`config.mk`:
```
export PLATFORM = sky130hd
export DESIGN_NAME = uart_packet_tx
export DESIGN_NICKNAME = d
export VERILOG_FILES = /design/src/rtl/uart_packet_tx.sv
export SDC_FILE = /design/constraint.sdc
export NUM_CORES = 1
export LEC_CHECK = 0
export CAP_MARGIN = 20
export CORE_ASPECT_RATIO = 2
export CORE_MARGIN = 1.5
export CORE_UTILIZATION = 55
export CTS_CLUSTER_DIAMETER = 100
export DETAILED_ROUTE_END_ITERATION = 8
export GPL_TIMING_DRIVEN = 0
export PLACE_DENSITY = 0.69
export SYNTH_ARGS = -nofsm -noshare
export SYNTH_HDL_FRONTEND = slang
export SYNTH_SLANG_ARGS = --single-unit
```
`constraint.sdc`:
```
create_clock -name clock -period 4.75 [get_ports clock]
set_input_delay 0.95 -clock clock [delete_from_list [all_inputs] [get_ports clock]]
set_output_delay 0.95 -clock clock [all_outputs]
set_load 0.1 [all_outputs]
```
`src/rtl/uart_packet_tx.sv`:
```
// ---------------------------------------------------------------------------
// uart_packet_tx
//
// Packet-framed UART transmitter. A host appends bytes into an internal
// buffer and then commits the packet. The block sends the bytes as 8N1
// frames with no idle time between frames. It then holds the line high for
// a guaranteed idle gap, so a receiver can find end-of-packet by detecting
// an idle period.
//
// Parameters:
//   CLOCK_FREQUENCY  system clock in Hz
//   BAUD_RATE        line rate in bit/s (cycles per bit = CLOCK_FREQUENCY / BAUD_RATE)
//   MAX_LEN          buffer depth in bytes (power of two, 2..256)
//   GAP_BYTES        post-packet idle gap in byte periods (minimum 1)
//
// Optional feature macro: UART_PKT_CHECKSUM_EN
//   When defined, one extra frame follows the payload. It carries the two's
//   complement of the 8-bit payload sum, so payload plus checksum adds to
//   0x00 mod 256. When undefined, no accumulator logic is built.
//
// Ports:
//   clock         system clock, rising edge
//   reset         asynchronous, active-high reset
//   uart_tx_pin   serial line, idle high (registered)
//   pkt_data_in   byte to append to the packet buffer
//   pkt_write_en  append strobe, one byte per cycle
//   pkt_commit    start transmitting the loaded packet
//   busy          high from commit acceptance until the end of the gap
//   buffer_full   buffer holds MAX_LEN bytes
//   byte_count    number of bytes currently loaded
//   overflow      sticky flag: a write was dropped (cleared at pkt_sent)
//   pkt_sent      one-cycle pulse on the final cycle of the idle gap
// ---------------------------------------------------------------------------
module uart_packet_tx #(
  parameter int CLOCK_FREQUENCY = 27000000,
  parameter int BAUD_RATE       = 115200,
  parameter int MAX_LEN         = 32,
  parameter int GAP_BYTES       = 2
) (
  input  logic                      clock,
  input  logic                      reset,
  output logic                      uart_tx_pin,
  input  logic [7:0]                pkt_data_in,
  input  logic                      pkt_write_en,
  input  logic                      pkt_commit,
  output logic                      busy,
  output logic                      buffer_full,
  output logic [$clog2(MAX_LEN):0]  byte_count,
  output logic                      overflow,
  output logic                      pkt_sent
);

  localparam int BAUD_DIVISOR = CLOCK_FREQUENCY / BAUD_RATE;
  localparam int CNT_W        = $clog2(MAX_LEN) + 1;
  localparam int IDX_W        = $clog2(MAX_LEN);
  localparam int BAUD_W       = (BAUD_DIVISOR > 1) ? $clog2(BAUD_DIVISOR) : 1;
  localparam int GAP_CYCLES   = GAP_BYTES * 10 * BAUD_DIVISOR;
  localparam int GAP_W        = $clog2(GAP_CYCLES + 1);

  typedef enum logic [1:0] {
    IDLE = 2'd0,
    SEND = 2'd1,
    GAP  = 2'd2
  } state_t;

  state_t state;
  state_t state_next;

  logic              tx_reg;
  logic              tx_next;
  logic [BAUD_W-1:0] baud_cnt;
  logic [3:0]        bit_idx;
  logic [IDX_W-1:0]  byte_idx;
  logic [GAP_W-1:0]  gap_cnt;
  logic [7:0]        buffer [MAX_LEN];

  logic              write_ok;
  logic              write_drop;
  logic [CNT_W-1:0]  count_after;
  logic              commit_ok;
  logic              baud_tick;
  logic              last_payload;
  logic              last_frame;
  logic              gap_end;
  logic [7:0]        cur_byte;

  // Writes only land in IDLE with room left. Every other write is dropped
  // and flagged, including writes that arrive while a packet is in flight.
  assign write_ok    = pkt_write_en && (state == IDLE) && !buffer_full;
  assign write_drop  = pkt_write_en && !write_ok;

  // A commit in the same cycle as an accepted write sees the byte that
  // write adds, so a write-plus-commit on an empty buffer sends one byte.
  assign count_after = byte_count + {{(CNT_W-1){1'b0}}, write_ok};
  assign commit_ok   = (state == IDLE) && pkt_commit && (count_after != '0);

  assign baud_tick    = (baud_cnt == BAUD_W'(BAUD_DIVISOR - 1));
  assign last_payload = ({1'b0, byte_idx} == (byte_count - CNT_W'(1)));
  assign gap_end      = (gap_cnt == GAP_W'(GAP_CYCLES - 1));

`ifdef UART_PKT_CHECKSUM_EN
  // The running sum covers every payload frame already finished. When the
  // last payload frame ends, the sum is complete at the same edge that
  // starts the checksum frame, so its data bits always see the final value.
  logic [7:0] csum_acc;
  logic       csum_phase;

  assign cur_byte   = csum_phase ? (8'd0 - csum_acc) : buffer[byte_idx];
  assign last_frame = csum_phase;
`else
  assign cur_byte   = buffer[byte_idx];
  assign last_frame = last_payload;
`endif

  assign busy        = (state != IDLE);
  assign buffer_full = (byte_count == CNT_W'(MAX_LEN));
  assign pkt_sent    = (state == GAP) && gap_end;
  assign uart_tx_pin = tx_reg;

  // State register.
  always_ff @(posedge clock or posedge reset) begin
    if (reset) begin
      state <= IDLE;
    end else begin
      state <= state_next;
    end
  end

  // Next-state and next line level. The line level is registered, so the
  // value chosen here appears on the pin one cycle later. That is why the
  // start bit is chosen in the commit cycle, and why each bit's successor
  // is chosen on the last cycle of the current bit.
  always_comb begin
    state_next = state;
    tx_next    = tx_reg;
    case (state)
      IDLE: begin
        tx_next = 1'b1;
        if (commit_ok) begin
          state_next = SEND;
          tx_next    = 1'b0;
        end
      end
      SEND: begin
        if (baud_tick) begin
          if (bit_idx == 4'd9) begin
            if (last_frame) begin
              state_next = GAP;
              tx_next    = 1'b1;
            end else begin
              tx_next = 1'b0;
            end
          end else if (bit_idx == 4'd8) begin
            tx_next = 1'b1;
          end else begin
            tx_next = cur_byte[bit_idx[2:0]];
          end
        end
      end
      GAP: begin
        tx_next = 1'b1;
        if (gap_end) begin
          state_next = IDLE;
        end
      end
      default: begin
        state_next = IDLE;
        tx_next    = 1'b1;
      end
    endcase
  end

  // Serializer datapath: line register, bit timing, frame sequencing and
  // the idle-gap counter. bit_idx 0 is the start bit, 1..8 are d0..d7 and
  // 9 is the stop bit. A new frame starts on the same edge that ends the
  // previous stop bit, so frames sit back to back.
  always_ff @(posedge clock or posedge reset) begin
    if (reset) begin
      tx_reg   <= 1'b1;
      baud_cnt <= '0;
      bit_idx  <= '0;
      byte_idx <= '0;
      gap_cnt  <= '0;
`ifdef UART_PKT_CHECKSUM_EN
      csum_acc   <= '0;
      csum_phase <= 1'b0;
`endif
    end else begin
      tx_reg <= tx_next;
      case (state)
        IDLE: begin
          if (commit_ok) begin
            baud_cnt <= '0;
            bit_idx  <= '0;
            byte_idx <= '0;
`ifdef UART_PKT_CHECKSUM_EN
            csum_acc   <= '0;
            csum_phase <= 1'b0;
`endif
          end
        end
        SEND: begin
          if (baud_tick) begin
            baud_cnt <= '0;
            if (bit_idx == 4'd9) begin
              bit_idx <= '0;
`ifdef UART_PKT_CHECKSUM_EN
              if (!csum_phase) begin
                csum_acc <= csum_acc + cur_byte;
                if (last_payload) begin
                  csum_phase <= 1'b1;
                end else begin
                  byte_idx <= byte_idx + IDX_W'(1);
                end
              end else begin
                gap_cnt <= '0;
              end
`else
              if (!last_payload) begin
                byte_idx <= byte_idx + IDX_W'(1);
              end else begin
                gap_cnt <= '0;
              end
`endif
            end else begin
              bit_idx <= bit_idx + 4'd1;
            end
          end else begin
            baud_cnt <= baud_cnt + BAUD_W'(1);
          end
        end
        GAP: begin
          gap_cnt <= gap_cnt + GAP_W'(1);
        end
        default: begin
          baud_cnt <= '0;
        end
      endcase
    end
  end

  // Byte count and sticky overflow. Both clear together on the final gap
  // cycle. That clear takes priority over a dropped write in the same cycle,
  // so the next packet starts with a clean flag.
  always_ff @(posedge clock or posedge reset) begin
    if (reset) begin
      byte_count <= '0;
      overflow   <= 1'b0;
    end else if (pkt_sent) begin
      byte_count <= '0;
      overflow   <= 1'b0;
    end else begin
      if (write_ok) begin
        byte_count <= count_after;
      end
      if (write_drop) begin
        overflow <= 1'b1;
      end
    end
  end

  // Packet storage. It has no reset because byte_count controls which
  // entries are valid.
  always_ff @(posedge clock) begin
    if (write_ok) begin
      buffer[byte_count[IDX_W-1:0]] <= pkt_data_in;
    end
  end

endmodule

```
# Word-level counts from Yosys, hierarchy flattened
# Memory sizes are Yosys's and may differ from the RTL's.
# Index checks and enable logic that the tools add are counted.
dict set report totals {
  ff_bits 40
  ram_bits 256
  inputBits 12
  output_inout_bits 11
  elab_cells 87
  mem_count 1
}
# memory words word_bits read_ports rd_ports_with_merged_regs write_ports line
set memory_table {}
lappend memory_table {buffer 32 8 1 0 1 75} ;# logic [7:0] buffer [MAX_LEN];
dict set report op_classes {
  add_sub_neg 6
  n_lt_le_gt_ge 1
  eq_ne 14
  n_mux 36
  bitwise_logic 1
  n_reduce_logical 20
}
# cell n
set op_table {}
lappend op_table {{$mux W13} 3}
lappend op_table {{$pmux W13 S2} 1}
lappend op_table {{$pmux W8 S3} 1}
lappend op_table {{$mux W5} 4}
lappend op_table {{$mux W8} 2}
lappend op_table {{$add A13 B1 Y13 const B} 1}
lappend op_table {{$eq A13 B13 Y1 const B} 1}
lappend op_table {{$mux W4} 3}
lappend op_table {{$mux W6} 2}
lappend op_table {{$ne A2 B2 Y1 const B} 6}
lappend op_table {{$mux W1} 10}
lappend op_table {{$mux W2} 5}
lappend op_table {{$pmux W5 S2} 1}
lappend op_table {{$reduce_and A5 Y1} 2}
lappend op_table {{$reduce_bool A2 Y1} 5}
lappend op_table {{$add A8 B1 Y8 const B} 1}
lappend op_table {{$eq A4 B4 Y1 const B} 2}
lappend op_table {{$eq A8 B8 Y1 const B} 1}
lappend op_table {{$pmux W4 S2} 1}
lappend op_table {{$add A6 B1 Y6} 1}
lappend op_table {{$eq A5 B6 Y1} 1}
lappend op_table {{$eq A6 B6 Y1 const B} 1}
lappend op_table {{$logic_and A1 B1 Y1} 6}
lappend op_table {{$pmux W2 S3} 1}
lappend op_table {{15 further kinds} 16}

# Depth between registers and ports, before layout
# Gate-level depths: netlist (run 1).
dict set report logic_depth {
  ltp_word 8
  ltp_mapped 16
  mapped_depth_nobuf 14
}

# Least setup slack after synthesis (run 1)
# OpenSTA, ideal clock, no wires.
dict set report synth_path {
  path_kind {register to register}
  from {register byte_count[2]}
  to {register baud_cnt[7]}
  setup_ns 0.134
  arrival_time_ns 3.878
  required_ns 4.616
  slack_ns 0.738
  stages_incl_launch_ff 16
  path_buffers 3
  period_less_slack_ns 4.012
  path_cell_list {dfrtp_1 buf_2 clkbuf_1 nor2_1 nand4b_1 nand3_1 inv_1 buf_2 ha_1 ha_1 or2_2 or3_1 a31oi_1 nor2_1 mux2i_1 o21ai_0}
}
dict set report synth_between {
  elab_chain_cells 8
}
# element line
set synth_lines {}
lappend synth_lines {{start: declaration} 48} ;# output logic [$clog2(MAX_LEN):0] byte_count,
lappend synth_lines {{start signal: assignment} 254} ;# byte_count <= count_after;
lappend synth_lines {{$eq A6 B6 Y1} 116} ;# assign buffer_full = (byte_count == CNT_W'(MAX_LEN));
lappend synth_lines {{$logic_not A1 Y1} 89} ;# assign write_ok = pkt_write_en && (state == IDLE) && !buffer_full;
lappend synth_lines {{$logic_and A1 B1 Y1} 89}
lappend synth_lines {{$add A6 B1 Y6 *} 94} ;# assign count_after = byte_count + {{(CNT_W-1){1'b0}}, write_ok};
lappend synth_lines {{$reduce_bool A6 Y1 *} 95} ;# assign commit_ok = (state == IDLE) && pkt_commit && (count_after != '0);
lappend synth_lines {{$logic_and A1 B1 Y1 *} 95}
lappend synth_lines {{$ne A2 B2 Y1 (no line) *} n/a}
lappend synth_lines {{$reduce_and A2 Y1 (no line) *} n/a}
lappend synth_lines {{end signal: assignment} 229} ;# baud_cnt <= baud_cnt + BAUD_W'(1);
lappend synth_lines {{end: declaration} 71} ;# logic [BAUD_W-1:0] baud_cnt;
# Mark *: on every way between the ends. The rest lies on a longest branch, timed or not.
# A chain may end at the register's enable or synchronous reset.

# Worst setup path after layout (run 1)
dict set report layout_path {
  from {register gap_cnt[0]}
  to {output pkt_sent}
}
dict set report layout_between {
  elab_chain_cells 2
}
# element line
set layout_lines {}
lappend layout_lines {{start: declaration} 74} ;# logic [GAP_W-1:0] gap_cnt;
lappend layout_lines {{start signal: assignment} 233} ;# gap_cnt <= gap_cnt + GAP_W'(1);
lappend layout_lines {{$eq A13 B13 Y1} 99} ;# assign gap_end = (gap_cnt == GAP_W'(GAP_CYCLES - 1));
lappend layout_lines {{$logic_and A1 B1 Y1} 117} ;# assign pkt_sent = (state == GAP) && gap_end;
lappend layout_lines {{end: declaration} 50} ;# output logic pkt_sent
# No other way between the ends.

==> impl_metrics.tcl, run 1 <==
set metrics [dict create \
    status "finished, final reports clean" \
    synthTopCellsByArea "edfxtp_1, mux4_2, dfrtp_1" \
    rr_endpoint "baud_cnt[7]$_DFFE_PP0P_" \
    max_clock_freq_mhz 223 \
    r2r_cells 15 \
    fillCellCount 1579 \
    syn_area_um2 12400 \
    yosys_warnings 0 \
    clk_path_buf_depth 3 \
    vias_per_cell 6.40 \
    routedWlPerCell_um 27.7 \
    vias 7090 \
    grt_pass1_vias 7242 \
    numCtsBuffers 26 \
    route.detailed.drc 0 \
    grt-ovfl-total 0 \
    ios 23 \
    die_w_um 109 \
    yosys-top-cells-count "edfxtp_1, nor2_1, mux4_2" \
    crit_buf_inv 2 \
    syn2layout_area_growth_pct 12.5 \
    crit_type "flip-flop to primary output" \
    synth_nets 777 \
    finalWirelength_um 30700 \
    clkSinkCount 296 \
    path_clk_slew_ns 0.07 \
    slowest_delay_ns 1.20 \
    routabilityCongestion 0.871 \
    period_share 0.943 \
    yosysMostFrequentCell "edfxtp_1" \
    max_cap_viol_count 0 \
    r2r-start "byte_count[2]$_DFFE_PP0P_" \
    clock_skew_ns 0.0161 \
    finalMaxSlewViolations 0 \
    hold_end "overflow$_DFFE_PP0P_" \
    coreArea_um2 22200 \
    rsz0062_at_grt "no" \
    drive_above_1_share 0.200 \
    crit_fanout 7 \
    timing.setup.tns_ns 0 \
    post-route-min-period_ns 4.48 \
    drtPass1Iterations 5 \
    hp-start "overflow$_DFFE_PP0P_" \
    htreeDepth 1 \
    synth_flop_cell "edfxtp_1" \
    synthArstFlopShare 0.135 \
    path_cells "ha_1, nand3_1, nor4b_1, and4b_1, and2_1, clkbuf_1, clkdlybuf4s50_1" \
    portBuffers 22 \
    synthCells 755 \
    synth_top_cell_area_share 0.618 \
    crit_arrival_ns 3.53 \
    start_util 0.561 \
    postCtsSetupRepairBufs 0 \
    num_antenna_cells 0 \
    drtIter0Drc 795 \
    yosysTopAreaCell "edfxtp_1" \
    fp.dieArea_um2 23600 \
    relSlewSlack 0.346 \
    regToRegSetupSlack_ns 0.48 \
    ir_worst_vdd_mv 0.410 \
    antenna_found_initial 0 \
    power_density_nw_per_um2 354 \
    dpl.hpwl_um 20900 \
    die_h_um 216 \
    grt_usage 0.269 \
    dpl-instance-area_um2 13000 \
    num_rows 77 \
    synth.ff_latch_count 296 \
    post_cts_resized 0 \
    endpoint_kind "primary output" \
    crit_required_ns 3.80 \
    hold_path_class "flip-flop to flip-flop" \
    worst-slew-pin-transition_ns 0.978 \
    grt_max_degree 41 \
    whs_ns 0.509 \
    synth_edf_count 256 \
    seq_area_frac_synth 0.698 \
    critPathTopFamily "buffers and inverters" \
    grt_pass1_wl_um 44800 \
    start_kind "flip-flop" \
    ant_nets 0 \
    ys_types 62 \
    min_path_cells 2 \
    clock_latency_ns 0.55 \
    cts_tree "yes" \
    final_area_um2 14000 \
    setup_violations 0 \
    hold_viol_final 0 \
    critical_path.slowest_cell "clkdlybuf4s50_1" \
    num-nets-final 835 \
    hold_buffers 0 \
    synth_area_per_cell_um2 16.5 \
    power_mw 4.96 \
    cts-root-buf "clkbuf_16" \
    p_leak_nw 4.60 \
]
-- kinds of logic after synthesis --
kind of cell / count (synthesis) / share of synthesized area
DFF: 296 / 0.698
xor gates and xnor gates: 21 / 0.0148
buffers and inverters: 49 / 0.0203
AOI/OAI and AO/OA: 95 / 0.0511
adders and majority gates: 10 / 0.0101
muxes: 86 / 0.127
and+or+nand+nor: 198 / 0.0783
-- tightest hold or removal path, stage by stage (launching register included) --
cell and delay (ns):
dfrtp_1 0.36, a21oi_1 0.05, nor2_1 0.07
-- through the flow --
step,worst slack [ns],instances,utilization
after floorplan,0.738,755,-
after global placement,0.538,1053,0.587
after detailed placement,0.406,1053,0.587
after CTS,0.219,1099,0.624
after global routing,0.0764,1107,0.632
final,0.269,1107,0.632
-- where the power goes --
part / internal (mW) / switching, mW / total (mW)
sequential: 2.82 / 0.0000000000000000115 / 2.82
combinational: 0.0218 / 0.0449 / 0.0667
clock: 1.14 / 0.924 / 2.07
-- worst max path at each step --
stage | from | end | slack (ns) | cells after the start
after floorplan | byte_count[2]$_DFFE_PP0P_ | baud_cnt[7]$_DFFE_PP0P_ | 0.74 | 15
final | gap_cnt[0]$_DFFE_PP0P_ | pkt_sent | 0.27 | 7
after CTS | gap_cnt[0]$_DFFE_PP0P_ | pkt_sent | 0.22 | 7
after global routing | gap_cnt[0]$_DFFE_PP0P_ | pkt_sent | 0.08 | 7
after detailed placement | pkt_write_en | baud_cnt[7]$_DFFE_PP0P_ | 0.41 | 12
after global placement | pkt_write_en | baud_cnt[7]$_DFFE_PP0P_ | 0.54 | 12
-- layout by cell type, fill, tap and decap left out, types with 6 or more instances in the layout --
master,netlist,routed
edfxtp_1,256,256
nor2_1,67,67
mux4_2,55,55
nand2_1,44,44
dfrtp_1,39,39
o21ai_0,30,30
clkbuf_16,0,29
mux2_2,24,24
clkdlybuf4s50_1,0,22
nand3_1,20,20
clkbuf_1,12,17
buf_2,16,16
o22ai_1,13,13
nor2b_1,11,11
xor2_1,11,11
xnor2_1,10,10
ha_1,10,10
inv_1,9,8
buf_4,7,7
mux2i_1,7,7
nor3_1,6,6
a31oi_1,6,6
nand2b_1,6,6
a21oi_1,6,6
nor4_1,6,6
a22oi_1,6,6
-- area by class of cell --
cell class	count	area (µm²)	area share
buffer	40	219	0.0156
multi-input combinational	410	3500	0.250
tap	276	345	0.0247
sequential	296	8690	0.621
inverter	9	33.8	0.00241
timing repair buffer	30	394	0.0282
clock inverter	14	120	0.00858
clock buffer	32	694	0.0496
-- routing by layer --
layer,vias to the layer above,share of wire,track usage
met1,3613,0.34,0.304
li1,3075,-,-
met3,90,0.060,0.0365
met4,0,0.059,0.144
met2,312,0.54,0.480
met5,-,0,0
-- registers in the layout, indices dropped and copies added (netlist names) --
| register | flops |
|---|---|
| uart_tx_pin | 1 |
| byte_count | 6 |
| bit_idx | 4 |
| state | 2 |
| gap_cnt | 13 |
| buffer | 256 |
| overflow | 1 |
| byte_idx | 5 |
| baud_cnt | 8 |
Power figures use the tool's default switching activity.
==> run 2: changes to the inputs <==
--- a/config.mk
+++ b/config.mk
@@ -5,7 +5,6 @@
 export SDC_FILE = /design/constraint.sdc
 export NUM_CORES = 1
 export LEC_CHECK = 0
-export CAP_MARGIN = 20
 export CORE_ASPECT_RATIO = 2
 export CORE_MARGIN = 1.5
 export CORE_UTILIZATION = 55
==> run 2 against run 1 <==
Clock power about the same; cell count decreased by 0.72%; clock skew increased by 0.0013 ns; clock-buffer cell count unchanged; worst setup slack got worse by 0.022 ns; non-clock buffer count decreased by 8; critical path depth unchanged; critical path type unchanged; largest power group unchanged.
==> impl_metrics.tcl, run 2 (same netlist as run 1, synthesis figures left out) <==
set metrics [dict create \
    clock_latency_ns 0.55 \
    numCtsBuffers 26 \
    num_antenna_cells 0 \
    num-nets-final 827 \
    coreArea_um2 22200 \
    largest_reg_flops 256 \
    max_clock_freq_mhz 222 \
    hold_path_class "flip-flop to flip-flop" \
    max_cap_viol_count 0 \
    rsz0062_at_grt "no" \
    antenna_found_initial 0 \
    grt-ovfl-total 0 \
    dpl.hpwl_um 20900 \
    clock_skew_ns 0.0173 \
    final_cell_count_no_fill 1099 \
    routedWlPerCell_um 28.0 \
    crit_required_ns 3.80 \
    layout_common_cells "edfxtp_1, nor2_1, mux4_2" \
    finalWirelength_um 30700 \
    ios 23 \
    post-route-min-period_ns 4.50 \
    relSlewSlack 0.165 \
    routabilityCongestion 0.871 \
    route.detailed.drc 0 \
    die_h_um 216 \
    drtIter0Drc 871 \
    worst-slew-pin-transition_ns 1.25 \
    status "finished, final reports clean" \
    power_density_nw_per_um2 358 \
    start_util 0.561 \
    syn2layout_area_growth_pct 11.1 \
    clk_path_buf_depth 3 \
    die_w_um 109 \
    start_kind "flip-flop" \
    setup_violations 0 \
    hold_buffers 0 \
    drtPass1Iterations 7 \
    hold_viol_final 0 \
    grt_usage 0.269 \
    fin_ws_ns 0.248 \
    final_common_cell "edfxtp_1" \
    grt_pass1_vias 7242 \
    grt_max_degree 41 \
    post-place-cells 1053 \
    cts_tree "yes" \
    drive_above_1_share 0.192 \
    crit_type "flip-flop to primary output" \
    endpoint_kind "primary output" \
    period_share 0.948 \
    cts-root-buf "clkbuf_16" \
    postCtsSetupRepairBufs 0 \
    finalMaxSlewViolations 0 \
    htreeDepth 1 \
    dp_slack_ns 0.406 \
    post_cts_resized 0 \
    num_rows 77 \
    regToRegSetupSlack_ns 0.49 \
    p_leak_nw 4.52 \
    vias_per_cell 6.46 \
    timing.setup.tns_ns 0 \
    portBuffers 22 \
    fp.dieArea_um2 23600 \
    crit_fanout 7 \
    crit_arrival_ns 3.55 \
    path_clk_slew_ns 0.07 \
    grt_pass1_wl_um 44800 \
    ant_nets 0 \
    vias 7096 \
    clkSinkCount 296 \
    whs_ns 0.509 \
    ir_worst_vdd_mv 0.412 \
]
run 2: changes by cell type in the layout (fill, tap and decap cells not counted), sizes merged:
cell	delta
buf	-6
clkbuf	-2
run 2: area by class of cell:
| class | instances | area, µm² |
|---|---|---|
| well taps | 276 | 345 |
| inverters | 9 | 33.8 |
| clock inverters | 14 | 120 |
| clock buffers | 32 | 694 |
| flip-flops and latches | 296 | 8690 |
| multi-input cells | 410 | 3500 |
| repair buffers | 22 | 220 |
| fillers | 1601 | 8340 |
| plain buffers | 40 | 219 |
run 2: critical path: stages, from the launching register on:
cell,delay [ns]
dfrtp_1,0.40
ha_1,0.23
nand3_1,0.13
nor4b_1,0.26
and4b_1,0.33
and2_1,0.15
clkbuf_1,0.30
clkdlybuf4s50_1,1.20
run 2: layer usage:
layer / up-vias / part of all wire / GRT usage
li1: 3055 / - / -
met1: 3671 / 0.35 / 0.304
met2: 288 / 0.54 / 0.480
met3: 82 / 0.049 / 0.0365
met4: 0 / 0.057 / 0.144
met5: - / 0 / 0
run 2: final timing paths:
| check | startpoint | endpoint | depth (start not counted) |
|---|---|---|---|
| max | gap_cnt[0]$_DFFE_PP0P_ | pkt_sent | 7 |
| min | overflow$_DFFE_PP0P_ | overflow$_DFFE_PP0P_ | 2 |
| max reg2reg | byte_count[2]$_DFFE_PP0P_ | baud_cnt[7]$_DFFE_PP0P_ | 15 |
| min reg2reg | overflow$_DFFE_PP0P_ | overflow$_DFFE_PP0P_ | 2 |
| max in group asynchronous | reset | gap_cnt[6]$_DFFE_PP0P_ | 2 |
| min in group asynchronous | reset | baud_cnt[5]$_DFFE_PP0P_ | 2 |
run 2: report_power, final:
group	internal, mW	total, mW	switching (mW)	leakage (nW)
clock	1.15	2.08	0.930	0.399
sequential	2.83	2.83	0.0000000000000000115	2.81
combinational	0.00807	0.0502	0.0421	1.31
total	3.98	4.95	0.972	4.52
run 2: stage by stage:
step | util | area, µm² | total power [mW]
2_1_floorplan | - | 12400 | 2.89
3_3_place_gp | 0.587 | 13000 | 2.93
3_5_place_dp | 0.587 | 13000 | 2.93
4_1_cts | 0.624 | 13800 | 4.97
5_1_grt | 0.624 | 13800 | 5.06
6_report | 0.624 | 13800 | 4.95
==> run 3: changes to the inputs <==
==> constraint.sdc (replaced) <==
create_clock -name clock -period 4.75 [get_ports clock]
set_input_delay 0.95 -clock clock [delete_from_list [all_inputs] [get_ports clock]]
set_output_delay 0.95 -clock clock [all_outputs]
set_load 0.01 [all_outputs]
==> results of run 3 <==
Same layout as run 2 (identical final DEF). Status: finished, final reports clean.
Main changes from that run: setup slack after layout 0.248 ns -> 0.491 ns; start point of the critical path gap_cnt[0]$_DFFE_PP0P_ -> byte_count[2]$_DFFE_PP0P_; end point of the critical path pkt_sent -> baud_cnt[7]$_DFFE_PP0P_
